--- config.mk ---
export PLATFORM = sky130hd
export DESIGN_NAME = imx_cbu_burst_flat
export DESIGN_NICKNAME = d
export VERILOG_FILES = /design/src/rtl/imx_cbu_burst_pkg.sv /design/src/rtl/imx_cbu_burst_if.sv /design/src/rtl/imx_cbu_burst_tmo.sv /design/src/rtl/imx_cbu_burst.sv /design/src/flat_wrapper.sv
export SDC_FILE = /design/constraint.sdc
export NUM_CORES = 1
export LEC_CHECK = 0
export BUFFER_PORTS_ARGS = -buffer_cell sky130_fd_sc_hd__buf_2
export CAP_MARGIN = 20
export CORE_MARGIN = 3
export CORE_UTILIZATION = 25
export DETAILED_ROUTE_END_ITERATION = 6
export SYNTH_ARGS = -nofsm -noshare
export SYNTH_HDL_FRONTEND = slang
export SYNTH_HIERARCHICAL = 1
export SYNTH_SLANG_ARGS = --single-unit
--- constraint.sdc ---
create_clock -name clk -period 11.7 [get_ports clk]
set_input_delay 1.17 -clock clk [delete_from_list [all_inputs] [get_ports clk]]
set_output_delay 1.17 -clock clk [all_outputs]
set_load 0.005 [all_outputs]
--- src/rtl/imx_cbu_burst_pkg.sv ---
// rtl/imx_cbu_burst_pkg.sv - shared cycle-type codes and FSM states for the IMX to WISHBONE bridge
package imx_cbu_burst_pkg;

   localparam logic [2:0] WB_CTI_CLASSIC = 3'b000;
   localparam logic [2:0] WB_CTI_INCR    = 3'b010;
   localparam logic [2:0] WB_CTI_EOB     = 3'b111;

   typedef enum logic [1:0] {
      ST_IDLE = 2'd0,
      ST_BUS  = 2'd1,
      ST_GAP  = 2'd2
   } cbu_state_e;

   function automatic logic [2:0] beat_cti(input logic burst, input logic last);
      if (!burst) return WB_CTI_CLASSIC;
      return last ? WB_CTI_EOB : WB_CTI_INCR;
   endfunction

endpackage

--- src/rtl/imx_cbu_burst_if.sv ---
// rtl/imx_cbu_burst_if.sv - core IMX request signals and WISHBONE master signals of the bridge
interface imx_cbu_burst_if #(
   parameter int DW = 32,
   parameter int AW = 32
);
   logic            cbu_rqt_i;
   logic            cbu_we_i;
   logic            cbu_bst_i;
   logic [AW-1:0]   cbu_adr_i;
   logic [DW-1:0]   cbu_dat_i;
   logic [DW/8-1:0] cbu_sel_i;
   logic            cbu_ack_o;
   logic            cbu_err_o;
   logic            cbu_lst_o;
   logic [DW-1:0]   cbu_dat_o;
   logic [AW-1:0]   cbu_adr_o;

   logic            wb_cyc_o;
   logic            wb_stb_o;
   logic            wb_we_o;
   logic [AW-1:0]   wb_adr_o;
   logic [DW/8-1:0] wb_sel_o;
   logic [DW-1:0]   wb_dat_o;
   logic [2:0]      wb_cti_o;
   logic [1:0]      wb_bte_o;
   logic            wb_ack_i;
   logic            wb_err_i;
   logic            wb_rty_i;
   logic [DW-1:0]   wb_dat_i;

   // master: the bridge itself; slave: core plus WISHBONE fabric around it
   modport master (
      input  cbu_rqt_i, cbu_we_i, cbu_bst_i, cbu_adr_i, cbu_dat_i, cbu_sel_i,
      output cbu_ack_o, cbu_err_o, cbu_lst_o, cbu_dat_o, cbu_adr_o,
      output wb_cyc_o, wb_stb_o, wb_we_o, wb_adr_o, wb_sel_o, wb_dat_o, wb_cti_o, wb_bte_o,
      input  wb_ack_i, wb_err_i, wb_rty_i, wb_dat_i
   );

   modport slave (
      output cbu_rqt_i, cbu_we_i, cbu_bst_i, cbu_adr_i, cbu_dat_i, cbu_sel_i,
      input  cbu_ack_o, cbu_err_o, cbu_lst_o, cbu_dat_o, cbu_adr_o,
      input  wb_cyc_o, wb_stb_o, wb_we_o, wb_adr_o, wb_sel_o, wb_dat_o, wb_cti_o, wb_bte_o,
      output wb_ack_i, wb_err_i, wb_rty_i, wb_dat_i
   );

endinterface

--- src/rtl/imx_cbu_burst_tmo.sv ---
// rtl/imx_cbu_burst_tmo.sv - loadable down-counter flagging a WISHBONE beat left unterminated
module imx_cbu_burst_tmo #(
   parameter int TO_CYC = 255
) (
   input  logic clk,
   input  logic rst,
   input  logic ld_i,
   input  logic en_i,
   output logic exp_o
);

   logic [15:0] cnt_q, cnt_d;

   always_comb begin
      cnt_d = cnt_q;
      if (ld_i)
         cnt_d = 16'(TO_CYC);
      else if (en_i && cnt_q != 16'd0)
         cnt_d = cnt_q - 16'd1;
   end

   always_ff @(posedge clk or posedge rst) begin
      if (rst) cnt_q <= '0;
      else     cnt_q <= cnt_d;
   end

   assign exp_o = (cnt_q == 16'd0);

endmodule

--- src/rtl/imx_cbu_burst.sv ---
// rtl/imx_cbu_burst.sv - IMX request to WISHBONE classic/incrementing-burst bridge
// with bounded retry and bus timeout.
module imx_cbu_burst
   import imx_cbu_burst_pkg::*;
#(
   parameter int DW      = 32,
   parameter int AW      = 32,
   parameter int BL      = 4,
   parameter int TO_CYC  = 255,
   parameter int RTY_MAX = 3
) (
   input logic             clk,
   input logic             rst,
   imx_cbu_burst_if.master bus
);

   localparam int SB = DW / 8;
   localparam int BW = $clog2(BL);
   localparam int RW = $clog2(RTY_MAX + 2);

   cbu_state_e      state_q, state_d;
   logic [BW-1:0]   beat_q, beat_d;
   logic [RW-1:0]   rty_q, rty_d;
   logic [AW-1:0]   req_adr_q, req_adr_d;
   logic [DW-1:0]   req_dat_q, req_dat_d;
   logic [SB-1:0]   req_sel_q, req_sel_d;
   logic            req_we_q, req_we_d;
   logic            bst_q, bst_d;

   logic            wb_cyc_q, wb_cyc_d;
   logic            wb_stb_q, wb_stb_d;
   logic            wb_we_q, wb_we_d;
   logic [AW-1:0]   wb_adr_q, wb_adr_d;
   logic [SB-1:0]   wb_sel_q, wb_sel_d;
   logic [DW-1:0]   wb_dat_q, wb_dat_d;
   logic [2:0]      wb_cti_q, wb_cti_d;

   logic            cbu_ack_q, cbu_ack_d;
   logic            cbu_err_q, cbu_err_d;
   logic            cbu_lst_q, cbu_lst_d;
   logic [DW-1:0]   cbu_dat_q, cbu_dat_d;
   logic [AW-1:0]   cbu_adr_q, cbu_adr_d;

   logic            issue, drop, fail, tmo_ld, tmo_exp;

   imx_cbu_burst_tmo #(.TO_CYC(TO_CYC)) u_tmo (
      .clk   (clk),
      .rst   (rst),
      .ld_i  (tmo_ld),
      .en_i  (state_q == ST_BUS),
      .exp_o (tmo_exp)
   );

   always_comb begin
      state_d   = state_q;
      beat_d    = beat_q;
      rty_d     = rty_q;
      req_adr_d = req_adr_q;
      req_dat_d = req_dat_q;
      req_sel_d = req_sel_q;
      req_we_d  = req_we_q;
      bst_d     = bst_q;
      wb_cyc_d  = wb_cyc_q;
      wb_stb_d  = wb_stb_q;
      wb_we_d   = wb_we_q;
      wb_adr_d  = wb_adr_q;
      wb_sel_d  = wb_sel_q;
      wb_dat_d  = wb_dat_q;
      wb_cti_d  = wb_cti_q;
      cbu_ack_d = 1'b0;
      cbu_err_d = 1'b0;
      cbu_lst_d = 1'b0;
      cbu_dat_d = cbu_dat_q;
      cbu_adr_d = cbu_adr_q;
      issue     = 1'b0;
      drop      = 1'b0;
      fail      = 1'b0;
      tmo_ld    = 1'b0;

      case (state_q)
         ST_IDLE: begin
            // cbu_lst_q high means the core is still seeing the final pulse, so its rqt is stale
            if (bus.cbu_rqt_i && !cbu_lst_q) begin
               req_adr_d = bus.cbu_adr_i;
               req_dat_d = bus.cbu_dat_i;
               req_sel_d = bus.cbu_sel_i;
               req_we_d  = bus.cbu_we_i;
               bst_d     = bus.cbu_bst_i & ~bus.cbu_we_i;
               beat_d    = '0;
               rty_d     = '0;
               state_d   = ST_BUS;
               issue     = 1'b1;
            end
         end
         ST_BUS: begin
            if (!bus.cbu_rqt_i) begin
               state_d = ST_IDLE;
               drop    = 1'b1;
            end else if (bus.wb_err_i) begin
               fail = 1'b1;
            end else if (bus.wb_ack_i) begin
               cbu_ack_d = 1'b1;
               cbu_dat_d = bus.wb_dat_i;
               cbu_adr_d = req_adr_q;
               rty_d     = '0;
               if (bst_q && beat_q != BW'(BL - 1)) begin
                  beat_d    = beat_q + BW'(1);
                  req_adr_d = req_adr_q + AW'(SB);
                  issue     = 1'b1;
               end else begin
                  cbu_lst_d = 1'b1;
                  state_d   = ST_IDLE;
                  drop      = 1'b1;
               end
            end else if (bus.wb_rty_i) begin
               if (rty_q == RW'(RTY_MAX)) begin
                  fail = 1'b1;
               end else begin
                  rty_d   = rty_q + RW'(1);
                  state_d = ST_GAP;
                  drop    = 1'b1;
               end
            end else if (tmo_exp) begin
               fail = 1'b1;
            end
         end
         ST_GAP: begin
            if (!bus.cbu_rqt_i) begin
               state_d = ST_IDLE;
            end else begin
               state_d = ST_BUS;
               issue   = 1'b1;
            end
         end
         default: state_d = ST_IDLE;
      endcase

      if (fail) begin
         cbu_err_d = 1'b1;
         cbu_lst_d = 1'b1;
         cbu_adr_d = req_adr_q;
         state_d   = ST_IDLE;
         drop      = 1'b1;
      end

      if (issue) begin
         wb_cyc_d = 1'b1;
         wb_stb_d = 1'b1;
         wb_we_d  = req_we_d;
         wb_adr_d = req_adr_d;
         wb_sel_d = req_sel_d;
         wb_dat_d = req_dat_d;
         wb_cti_d = beat_cti(bst_d, beat_d == BW'(BL - 1));
         tmo_ld   = 1'b1;
      end

      // address/data/select are forced to zero whenever the cycle is released
      if (drop) begin
         wb_cyc_d = 1'b0;
         wb_stb_d = 1'b0;
         wb_we_d  = 1'b0;
         wb_adr_d = '0;
         wb_sel_d = '0;
         wb_dat_d = '0;
         wb_cti_d = WB_CTI_CLASSIC;
      end
   end

   always_ff @(posedge clk or posedge rst) begin
      if (rst) begin
         state_q   <= ST_IDLE;
         beat_q    <= '0;
         rty_q     <= '0;
         req_adr_q <= '0;
         req_dat_q <= '0;
         req_sel_q <= '0;
         req_we_q  <= 1'b0;
         bst_q     <= 1'b0;
         wb_cyc_q  <= 1'b0;
         wb_stb_q  <= 1'b0;
         wb_we_q   <= 1'b0;
         wb_adr_q  <= '0;
         wb_sel_q  <= '0;
         wb_dat_q  <= '0;
         wb_cti_q  <= '0;
         cbu_ack_q <= 1'b0;
         cbu_err_q <= 1'b0;
         cbu_lst_q <= 1'b0;
         cbu_dat_q <= '0;
         cbu_adr_q <= '0;
      end else begin
         state_q   <= state_d;
         beat_q    <= beat_d;
         rty_q     <= rty_d;
         req_adr_q <= req_adr_d;
         req_dat_q <= req_dat_d;
         req_sel_q <= req_sel_d;
         req_we_q  <= req_we_d;
         bst_q     <= bst_d;
         wb_cyc_q  <= wb_cyc_d;
         wb_stb_q  <= wb_stb_d;
         wb_we_q   <= wb_we_d;
         wb_adr_q  <= wb_adr_d;
         wb_sel_q  <= wb_sel_d;
         wb_dat_q  <= wb_dat_d;
         wb_cti_q  <= wb_cti_d;
         cbu_ack_q <= cbu_ack_d;
         cbu_err_q <= cbu_err_d;
         cbu_lst_q <= cbu_lst_d;
         cbu_dat_q <= cbu_dat_d;
         cbu_adr_q <= cbu_adr_d;
      end
   end

   assign bus.wb_cyc_o  = wb_cyc_q;
   assign bus.wb_stb_o  = wb_stb_q;
   assign bus.wb_we_o   = wb_we_q;
   assign bus.wb_adr_o  = wb_adr_q;
   assign bus.wb_sel_o  = wb_sel_q;
   assign bus.wb_dat_o  = wb_dat_q;
   assign bus.wb_cti_o  = wb_cti_q;
   assign bus.wb_bte_o  = 2'b00;
   assign bus.cbu_ack_o = cbu_ack_q;
   assign bus.cbu_err_o = cbu_err_q;
   assign bus.cbu_lst_o = cbu_lst_q;
   assign bus.cbu_dat_o = cbu_dat_q;
   assign bus.cbu_adr_o = cbu_adr_q;

endmodule

--- src/flat_wrapper.sv ---
// flat-port wrapper written by rule: the top's interface ports become plain ports
module imx_cbu_burst_flat import imx_cbu_burst_pkg::*;
#(
   parameter int DW      = 32,
   parameter int AW      = 32,
   parameter int BL      = 4,
   parameter int TO_CYC  = 255,
   parameter int RTY_MAX = 3
)
  (clk, rst, bus_cbu_rqt_i, bus_cbu_we_i, bus_cbu_bst_i, bus_cbu_adr_i, bus_cbu_dat_i, bus_cbu_sel_i, bus_cbu_ack_o, bus_cbu_err_o, bus_cbu_lst_o, bus_cbu_dat_o, bus_cbu_adr_o, bus_wb_cyc_o, bus_wb_stb_o, bus_wb_we_o, bus_wb_adr_o, bus_wb_sel_o, bus_wb_dat_o, bus_wb_cti_o, bus_wb_bte_o, bus_wb_ack_i, bus_wb_err_i, bus_wb_rty_i, bus_wb_dat_i);
  imx_cbu_burst_if #(.DW(DW), .AW(AW)) bus_i ();
  input logic clk;
  input logic rst;
  input wire logic [$bits(bus_i.cbu_rqt_i)-1:0] bus_cbu_rqt_i;
  input wire logic [$bits(bus_i.cbu_we_i)-1:0] bus_cbu_we_i;
  input wire logic [$bits(bus_i.cbu_bst_i)-1:0] bus_cbu_bst_i;
  input wire logic [$bits(bus_i.cbu_adr_i)-1:0] bus_cbu_adr_i;
  input wire logic [$bits(bus_i.cbu_dat_i)-1:0] bus_cbu_dat_i;
  input wire logic [$bits(bus_i.cbu_sel_i)-1:0] bus_cbu_sel_i;
  output wire logic [$bits(bus_i.cbu_ack_o)-1:0] bus_cbu_ack_o;
  output wire logic [$bits(bus_i.cbu_err_o)-1:0] bus_cbu_err_o;
  output wire logic [$bits(bus_i.cbu_lst_o)-1:0] bus_cbu_lst_o;
  output wire logic [$bits(bus_i.cbu_dat_o)-1:0] bus_cbu_dat_o;
  output wire logic [$bits(bus_i.cbu_adr_o)-1:0] bus_cbu_adr_o;
  output wire logic [$bits(bus_i.wb_cyc_o)-1:0] bus_wb_cyc_o;
  output wire logic [$bits(bus_i.wb_stb_o)-1:0] bus_wb_stb_o;
  output wire logic [$bits(bus_i.wb_we_o)-1:0] bus_wb_we_o;
  output wire logic [$bits(bus_i.wb_adr_o)-1:0] bus_wb_adr_o;
  output wire logic [$bits(bus_i.wb_sel_o)-1:0] bus_wb_sel_o;
  output wire logic [$bits(bus_i.wb_dat_o)-1:0] bus_wb_dat_o;
  output wire logic [$bits(bus_i.wb_cti_o)-1:0] bus_wb_cti_o;
  output wire logic [$bits(bus_i.wb_bte_o)-1:0] bus_wb_bte_o;
  input wire logic [$bits(bus_i.wb_ack_i)-1:0] bus_wb_ack_i;
  input wire logic [$bits(bus_i.wb_err_i)-1:0] bus_wb_err_i;
  input wire logic [$bits(bus_i.wb_rty_i)-1:0] bus_wb_rty_i;
  input wire logic [$bits(bus_i.wb_dat_i)-1:0] bus_wb_dat_i;
  assign bus_i.cbu_rqt_i = bus_cbu_rqt_i;
  assign bus_i.cbu_we_i = bus_cbu_we_i;
  assign bus_i.cbu_bst_i = bus_cbu_bst_i;
  assign bus_i.cbu_adr_i = bus_cbu_adr_i;
  assign bus_i.cbu_dat_i = bus_cbu_dat_i;
  assign bus_i.cbu_sel_i = bus_cbu_sel_i;
  assign bus_cbu_ack_o = bus_i.cbu_ack_o;
  assign bus_cbu_err_o = bus_i.cbu_err_o;
  assign bus_cbu_lst_o = bus_i.cbu_lst_o;
  assign bus_cbu_dat_o = bus_i.cbu_dat_o;
  assign bus_cbu_adr_o = bus_i.cbu_adr_o;
  assign bus_wb_cyc_o = bus_i.wb_cyc_o;
  assign bus_wb_stb_o = bus_i.wb_stb_o;
  assign bus_wb_we_o = bus_i.wb_we_o;
  assign bus_wb_adr_o = bus_i.wb_adr_o;
  assign bus_wb_sel_o = bus_i.wb_sel_o;
  assign bus_wb_dat_o = bus_i.wb_dat_o;
  assign bus_wb_cti_o = bus_i.wb_cti_o;
  assign bus_wb_bte_o = bus_i.wb_bte_o;
  assign bus_i.wb_ack_i = bus_wb_ack_i;
  assign bus_i.wb_err_i = bus_wb_err_i;
  assign bus_i.wb_rty_i = bus_wb_rty_i;
  assign bus_i.wb_dat_i = bus_wb_dat_i;
  imx_cbu_burst #(.DW(DW), .AW(AW), .BL(BL), .TO_CYC(TO_CYC), .RTY_MAX(RTY_MAX)) u_core (.clk(clk), .rst(rst), .bus(bus_i));
endmodule
==> results.txt <==
Initial DRC Count = 516
Routed vias = 8309
Slew @ Worst Pin = 0.9562 ns
Met3 usage = 3.914%
Sequential-to-total area share from yosys stat = 55.60%
Synth-to-layout area growth = 26.65%
TritonCTS clock tree = yes
Routed wire per std cell = 18.47 um
DR DRC count = 0
Endpoints failing setup = 0
Layout cells sized above 1 = 34.11%
Level count of the clock H-tree = 1
Hold slack = 0.4695 ns
GRT Util Overall = 14.06%
Pwr per Cell Area = 205.4 nW/um2
Postcts setup bufs = 0
Sink Count = 232
Library cells used by synthesis = 85
Reg-to-reg startpoint = u_core/u_tmo/cnt_q[10]$_DFFE_PP0P_
Routed wire length = 32.04 mm
VDD IR-drop max = 0.09472 mV
CTS Buf Count = 28
Fillers = 4233
Fraction of registers with async set or reset after synthesis = 100.0%
Die area = 44250 um2
Initial antenna violation count = 5
Status = complete, no violations
Leak = 6.627 nW
Setup crit end kind = flip-flop
Skew final = 0.01209 ns
TritonRoute pass-1 iters = 5
Final Critical Period = 3.298 ns
Clock Path Buffers = 3
Rows = 74
Most common cell after layout, fill and taps aside = buf_2
Clock-pin slew on the worst setup and hold paths = 0.06 ns
Gpl congestion = 0.8348
Fin crit share = 28.19%
Die X = 210.4 um
Vias in the first global route = 8285
Max-slew violations = 0
R2R depth = 9
Nets@finish = 1292
Top FF cell, synth = dfrtp_1
Max cap viols = 0
Port Buffers = 248
GR Util met1 = 19.50%
Most frequent cells in the layout = 248 x buf_2, 232 x dfrtp_1, 148 x nand2_1
Worst Setup SP = bus_wb_err_i
CTS resizes = 0
Clock Tree Root = clkbuf_16
Avg Cell Area, Syn = 10.98 um2
Worst Path Arrival = 3.71 ns
Fin. Hold Viols = 0
RSZ-0062 raised after global routing = no
# hold bufs at CTS = 0
Remaining Overflow, GRT = 0
Cell area after synthesis = 10440 um2
Startpoint class of the critical path = input port
Yosys reg bits = 232
Via density = 4.789
Worst min-delay path startpoint = u_core/req_dat_q[18]$_DFF_PP0_
Fmax achieved = 303.2 MHz
Crit path required time = 12.11 ns
Met2 Use GR = 21.62%
Busiest grt layer = met2
Max-slew headroom = 35.83%
Hold Crit Class = flip-flop to flip-flop
First-pass GRT wire length = 49.60 mm
Kind of critical path = input port to flip-flop
Largest net degree at the start of global routing = 84
Critical-path maximum fanout = 71
Setup TNS = 0 ns
Initial Utilization = 25.46%
Ys Warns = 6
Chip Height = 210.4 um
Post-Syn Instances = 951
Antenna Nets Post-Route = 0
I/O pin count = 251
DP HPWL = 21.60 mm
Clock Latency Late Sink = 0.55 ns
Worst hold path cell count = 2
Core Region = 41020 um2
EDFF count, synth = 0
Setup slack, reg-to-reg = 8.40 ns
flip-flops by register name, indices dropped and copies added, names as in the netlist:
| register | cells |
|---|---|
| u_core/beat_q | 2 |
| u_core/bst_q | 1 |
| u_core/bus.cbu_ack_o | 1 |
| u_core/bus.cbu_adr_o | 32 |
| u_core/bus.cbu_dat_o | 32 |
| u_core/bus.cbu_err_o | 1 |
| u_core/bus.cbu_lst_o | 1 |
| u_core/bus.wb_adr_o | 32 |
| u_core/bus.wb_cti_o | 2 |
| u_core/bus.wb_dat_o | 32 |
| u_core/bus.wb_sel_o | 4 |
| u_core/bus.wb_stb_o | 1 |
| u_core/bus.wb_we_o | 1 |
| u_core/req_adr_q | 32 |
| u_core/req_dat_q | 32 |
| u_core/req_sel_q | 4 |
| u_core/req_we_q | 1 |
| u_core/rty_q | 3 |
| u_core/state_q | 2 |
| u_core/u_tmo/cnt_q | 16 |
final timing paths:
check | to
setup / recovery | u_core/bus.wb_adr_o[31]$_DFFE_PP0P_
hold / removal | u_core/req_dat_q[18]$_DFF_PP0_
setup reg to reg | u_core/bus.wb_cti_o[0]$_DFFE_PP0P_
hold reg to reg | u_core/req_dat_q[18]$_DFF_PP0_
max in group asynchronous | u_core/req_dat_q[24]$_DFF_PP0_
min in group asynchronous | u_core/bus.cbu_ack_o$_DFF_PP0_
Yosys cell counts, types with 6 or more instances:
| library cell | n | area (um2) |
|---|---|---|
| o22a_1 | 7 | 61.31 |
| or3_1 | 8 | 50.05 |
| or4_1 | 7 | 52.55 |
| a21oi_1 | 23 | 115.1 |
| mux2i_1 | 11 | 110.1 |
| nand2_1 | 149 | 559.3 |
| mux2_2 | 65 | 732.0 |
| and4_1 | 7 | 61.31 |
| nand4_1 | 13 | 81.33 |
| clkbuf_1 | 27 | 101.4 |
| buf_4 | 7 | 52.55 |
| inv_1 | 17 | 63.81 |
| o21ai_0 | 25 | 125.1 |
| nand3_1 | 22 | 110.1 |
| dfrtp_1 | 232 | 5806 |
| nor2_1 | 26 | 97.59 |
| and3_1 | 50 | 312.8 |
| a2bb2oi_1 | 6 | 52.55 |
| a211oi_1 | 6 | 45.04 |
| a22o_1 | 12 | 105.1 |
| and2_1 | 9 | 56.30 |
| nor4_1 | 10 | 62.56 |
| nor3_1 | 10 | 50.05 |
| o22ai_1 | 12 | 75.07 |
| a22oi_1 | 9 | 67.56 |
| a21o_1 | 42 | 315.3 |
| buf_2 | 26 | 130.1 |
| o31ai_1 | 10 | 75.07 |
cells by family (layout without fill, tap and decap cells):
family                     count (synthesis)  count (layout)  share of synthesized area, %
AOI/OAI and AO/OA                        194             194                         13.31
xor gates and xnor gates                   6               6                        0.5033
adders and majority gates                  5               5                        0.5992
buffers and inverters                     83             330                         3.787
DFF                                      232             232                         55.60
muxes                                     76              76                         8.065
other                                      1               6                       0.03592
and+or+nand+nor                          354             354                         18.09
area by class of cell:
cell class,count,area (um2),share of cell area (%)
repair buffers,261,1359,10.28
well taps,532,665.6,5.034
flip-flops and latches,232,5806,43.90
inverters,19,78.83,0.5961
clock buffers,34,774.5,5.857
diodes,4,10.01,0.07569
clock inverters,16,261.5,1.977
multi-input cells,637,4269,32.28
metrics by stage:
stage	cell area (um2)	power, mW	setup WS, ns	utilization [%]	std cells
6_report	13220	2.716	8.402	32.24	1735
5_1_grt	13220	2.880	8.169	32.23	1733
4_1_cts	13190	2.761	8.280	32.15	1730
3_5_place_dp	12150	1.762	7.824	29.62	1680
3_3_place_gp	12150	1.746	7.925	29.62	1680
2_1_floorplan	10450	1.466	4.622	-	952
worst max-delay path, stage by stage:
cell,delay [ns]
buf_2,0.13
nand3b_4,0.29
nor2_2,0.48
nor2_4,0.08
inv_2,0.21
buf_4,0.74
a21oi_2,0.03
buf_4,0.26
a2bb2oi_1,0.16
o21ai_0,0.11
power breakdown:
group | switching, mW | internal (mW) | leakage, nW | total (mW)
clock | 0.348 | 0.622 | 0.512 | 0.970
combinational | 0.305 | 0.288 | 3.26 | 0.593
sequential | 0.147 | 1.01 | 2.85 | 1.15
metal layers:
metal  vias up  share of wire (%)
met5         -              0.041
met4         2                2.2
met3        57                8.2
met2       322                 44
met1      4042                 45
li1       3886                  -
Note: power is estimated with default switching activity, not from simulation.
